<file path="src/rtl/add_div_mix_4_bit.sv">
// Restoring divider: quotient = product / ((c + d) mod 2^W), one quotient bit per cycle.
// A valid/ready handshake on each side, with a direct path to DONE for a zero divisor.
module add_div_mix_4_bit #(
    parameter int W = 4
) (
    input  logic           clk,
    input  logic           rst_n,
    input  logic           in_valid,
    output logic           in_ready,
    input  logic [2*W-1:0] product,
    input  logic [W-1:0]   c,
    input  logic [W-1:0]   d,
    output logic           out_valid,
    input  logic           out_ready,
    output logic [2*W-1:0] quotient,
    output logic [W-1:0]   remainder,
    output logic           div_by_zero
);
    localparam int DW = 2 * W;
    localparam int CW = $clog2(DW) + 1;

    typedef enum logic [1:0] {IDLE, CALC, DONE} state_t;

    state_t          state;
    logic [W-1:0]    s_r;
    logic [DW-1:0]   dvd;
    logic [W:0]      rem;
    logic [CW-1:0]   cnt;

    logic [W-1:0]    s_in;
    logic [W:0]      pr;
    logic            q_bit;
    logic [W:0]      rem_nxt;
    logic [DW-1:0]   dvd_nxt;
    logic            last_step;

    // Divisor sum wraps, carry discarded.
    assign s_in = c + d;

    // The dividend register shifts its MSB into the partial remainder and
    // collects quotient bits at its LSB, so it holds the quotient after DW steps.
    assign pr        = (rem << 1) | {{W{1'b0}}, dvd[DW-1]};
    assign q_bit     = (pr >= {1'b0, s_r});
    assign rem_nxt   = q_bit ? (pr - {1'b0, s_r}) : pr;
    assign dvd_nxt   = {dvd[DW-2:0], q_bit};
    assign last_step = (cnt == CW'(DW - 1));

    always_ff @(posedge clk or negedge rst_n) begin
        if (!rst_n) begin
            state       <= IDLE;
            s_r         <= '0;
            dvd         <= '0;
            rem         <= '0;
            cnt         <= '0;
            in_ready    <= 1'b0;
            out_valid   <= 1'b0;
            quotient    <= '0;
            remainder   <= '0;
            div_by_zero <= 1'b0;
        end else begin
            case (state)
                IDLE: begin
                    in_ready <= 1'b1;
                    if (in_valid && in_ready) begin
                        in_ready <= 1'b0;
                        s_r      <= s_in;
                        dvd      <= product;
                        rem      <= '0;
                        cnt      <= '0;
                        if (s_in == '0) begin
                            state       <= DONE;
                            out_valid   <= 1'b1;
                            quotient    <= '1;
                            remainder   <= '0;
                            div_by_zero <= 1'b1;
                        end else begin
                            state <= CALC;
                        end
                    end
                end
                CALC: begin
                    rem <= rem_nxt;
                    dvd <= dvd_nxt;
                    cnt <= cnt + 1'b1;
                    if (last_step) begin
                        state       <= DONE;
                        out_valid   <= 1'b1;
                        quotient    <= dvd_nxt;
                        remainder   <= rem_nxt[W-1:0];
                        div_by_zero <= 1'b0;
                    end
                end
                DONE: begin
                    if (out_ready) begin
                        state     <= IDLE;
                        out_valid <= 1'b0;
                        in_ready  <= 1'b1;
                    end
                end
                default: begin
                    state     <= IDLE;
                    out_valid <= 1'b0;
                    in_ready  <= 1'b0;
                end
            endcase
        end
    end
endmodule

</file>
<file path="config.mk">
export PLATFORM = sky130hd
export DESIGN_NAME = add_div_mix_4_bit
export DESIGN_NICKNAME = d
export VERILOG_FILES = /design/src/rtl/add_div_mix_4_bit.sv
export SDC_FILE = /design/constraint.sdc
export NUM_CORES = 1
export LEC_CHECK = 0
export ABC_AREA = 1
export CAP_MARGIN = 20
export CORE_ASPECT_RATIO = 0.7
export CORE_MARGIN = 2
export CORE_UTILIZATION = 60
export CTS_CLUSTER_DIAMETER = 120
export CTS_CLUSTER_SIZE = 25
export DETAILED_ROUTE_END_ITERATION = 16
export DONT_BUFFER_PORTS = 1
export PLACE_DENSITY = 0.75
export SYNTH_ARGS = -nofsm -noshare
export SYNTH_HDL_FRONTEND = slang
export SYNTH_SLANG_ARGS = --single-unit
</file>
<file path="constraint.sdc">
create_clock -name clk -period 4 [get_ports clk]
set_clock_uncertainty 0.2 [all_clocks]
set_input_delay 0.2 -clock clk [delete_from_list [all_inputs] [get_ports clk]]
set_output_delay 0.2 -clock clk [all_outputs]
set_load 0.02 [all_outputs]
</file>
==> results.json <==
{
  "outcome": "finished, final reports clean",
  "p_int_mw": 1.01,
  "worst_slew_pin_slew_ps": 536,
  "p_per_area_nw_per_um2": 908,
  "h-tree-depth": 2,
  "final_nets": 278,
  "stdcell_count": 287,
  "power_frac_clock_pct": 13.1,
  "path_delay_family": "simple AND/OR/NAND/NOR gates",
  "ys_ff_latch": 37,
  "clk_latency_ps": 290,
  "hold_start": "d[3]",
  "tns_ps": 0,
  "reg2reg_slack_ps": 1710,
  "grt_overflow": 0,
  "ys_warn_count": 0,
  "grt_pass1_vias": 1441,
  "regToRegStartpoint": "state[0]",
  "total_power_mw": 1.97,
  "cpMaxStageDelayCell": "nand2_1",
  "clock-sinks": 37,
  "max_stage_delay_ps": 450,
  "antenna_cells": 0,
  "final_cell_mix": "nand2_1, dfrtp_1, inv_1",
  "post-route-util_pct": 69.5,
  "post_cts_buffers": 0,
  "antenna_found_initial": 0,
  "drive_gt1_share_pct": 7.23,
  "cp_cell_sequence": "inv_2 > nor2_4 > inv_1 > nand2_1 > nand4_1 > o21ai_0 > a21oi_1",
  "min_period_ps": 2290,
  "crit_arrival_ps": 2270,
  "finalMaxSlewViolations": 0,
  "die_w_um": 72.2,
  "vdd_drop_max_mv": 0.532,
  "hold_viol_final": 0,
  "hold_ws_ps": 24.0,
  "synth_cell_types": 32,
  "syn_inst": 236,
  "wl_per_cell_um": 13.7,
  "fin_crit_sh_pct": 57.2,
  "grt_pass1_wl_um": 6760,
  "holdPathEnd": "s_r[3]",
  "numCtsBuffers": 5,
  "drc": 0,
  "gp_congestion": 0.878,
  "ys_seq_area_share_pct": 47.4,
  "grt_usage_pct": 24.7,
  "layout_commonest_cell": "nand2_1",
  "critical_path_class": "reg -> reg",
  "first_pass_iters": 5,
  "worstPathRequired_ps": 3980,
  "dpl.hpwl_um": 2750,
  "start_kind": "register",
  "rsz0062_at_grt": "false",
  "worst_hold_path_type": "in -> reg",
  "fmax_ghz": 0.437,
  "critPathCaptureType": "register",
  "detail-route-antenna-nets": 0,
  "grt_max_degree": 38,
  "seqPwrFrac_pct": 38.4,
  "max-cap-violations": 0,
  "vias": 1559,
  "syn-cell-area_um2": 1950,
  "start_util_pct": 62.4,
  "dp.cells": 267,
  "p_comb_share_pct": 48.5,
  "reg2reg_depth": 7,
  "slew_headroom_pct": 64.2,
  "synth_nets": 266,
  "synth_area_per_cell_um2": 8.27,
  "core_um2": 3130,
  "area_delta_synth_final_pct": 11.3,
  "clk_pin_slew_ps": 70,
  "path_buf_inv": 2,
  "clk_path_buf_depth": 2,
  "switching_power_mw": 0.964,
  "p_leak_nw": 1.11,
  "cts_tree": "yes",
  "place.port_buffers": 0,
  "num_io_pins": 35,
  "placementRows": 17,
  "routed_wl_um": 3950,
  "viasPerCell": 5.43,
  "first_iter_violations": 132,
  "die-area_um2": 3730,
  "timing.rr.end": "cnt[3]",
  "swShare_pct": 48.9,
  "setup_viol": 0,
  "dieHeight_um": 51.7,
  "path_max_fanout": 26,
  "hold_depth": 4,
  "cts_root_buffer": "clkbuf_8"
}
==> worst max-delay path by stage <==
stage                     depth (start not counted)          end  slack [ps]      from
after floorplan                                  11  div_by_zero        2050      c[0]
after global placement                            6       cnt[3]        1810  state[1]
final                                             7       cnt[3]        1710  state[0]
after CTS                                         7       cnt[3]        1710  state[0]
after global routing                              7       cnt[3]        1500  state[0]
after detailed placement                          7       cnt[3]        1750  state[0]
==> worst min-delay path: stages <==
cell	delay [ps]
nand2_1	30
nand2_1	60
nand3_1	100
a31oi_1	90
==> sequential cells by signal, summed over array words and instances, names as in the netlist <==
name         flops
cnt              4
div_by_zero      1
dvd              8
in_ready         1
out_valid        1
quotient         8
rem              4
remainder        4
s_r              4
state            2
==> cell usage after synthesis <==
library cell | n | area share [%]
a22o_1 | 1 | 0.45
o211ai_1 | 8 | 3.1
nand4_1 | 3 | 0.96
o21a_1 | 2 | 0.77
or2_2 | 1 | 0.32
nand3_2 | 1 | 0.51
a21oi_1 | 7 | 1.8
xor2_1 | 1 | 0.45
buf_1 | 1 | 0.19
o21ai_1 | 1 | 0.26
nand3b_1 | 1 | 0.38
inv_1 | 25 | 4.8
nand2_4 | 1 | 0.58
buf_6 | 1 | 0.58
or2_1 | 1 | 0.32
a31oi_1 | 1 | 0.32
nor2_2 | 1 | 0.32
nand3_1 | 20 | 5.1
nor2_4 | 1 | 0.58
a21oi_4 | 1 | 0.83
fa_1 | 2 | 2.1
buf_4 | 2 | 0.77
nand2_1 | 72 | 14
o21ai_0 | 14 | 3.6
nor2_1 | 15 | 2.9
clkbuf_1 | 2 | 0.38
ha_1 | 8 | 5.1
buf_2 | 1 | 0.26
dfrtp_1 | 37 | 47
o22ai_1 | 1 | 0.32
inv_2 | 2 | 0.38
nand2_2 | 1 | 0.32
==> kinds of logic after synthesis <==
family          Yosys count  share of synthesized area, %
buf+inv                  34                          7.37
flops                    37                          47.4
fa+ha+maj                10                          7.18
simple gates            118                          26.2
compound gates           36                          11.4
xor+xnor                  1                         0.449
==> final cells by class <==
| type | count | area [um^2] |
|---|---|---|
| Timing Repair Buffer | 12 | 130 |
| Clock buffer | 5 | 68.8 |
| Fill cell | 255 | 953 |
| Inverter | 27 | 101 |
| Tap cell | 38 | 47.5 |
| Sequential cell | 37 | 926 |
| Multi-Input combinational cell | 165 | 882 |
| Clock inverter | 3 | 17.5 |
==> stage by stage <==
step / instance area [um^2] / setup slack (ps)
2_1_floorplan: 1950 / 2050
3_3_place_gp: 1960 / 1810
3_5_place_dp: 1960 / 1750
4_1_cts: 2170 / 1710
5_1_grt: 2170 / 1500
6_report: 2170 / 1710
==> power groups by stage <==
stage / Clock, mW / Combinational [mW] / Sequential (mW)
final: 0.259 / 0.957 / 0.758
after global routing: 0.283 / 1.10 / 0.783
after CTS: 0.263 / 0.951 / 0.757
after detailed placement: 0 / 0.927 / 0.762
after global placement: 0 / 0.913 / 0.761
after floorplan: 0 / 0.791 / 0.734
==> routing by layer <==
layer  global-route usage (%)  wire [um]  share of wire (%)
met1                     38.1       1990                 51
met2                     32.0       1590                 40
met3                     8.72        317                8.0
met4                     6.92         42                1.1
met5                        0          0                  0
==> what timing repair did <==
| item | CTS | global route |
|---|---|---|
| endpoints found under the hold margin | 47 | 0 |
| hold buffers | 12 | 0 |
| gates resized for setup | 0 | 0 |
Note: power is estimated with default switching activity, not from simulation.
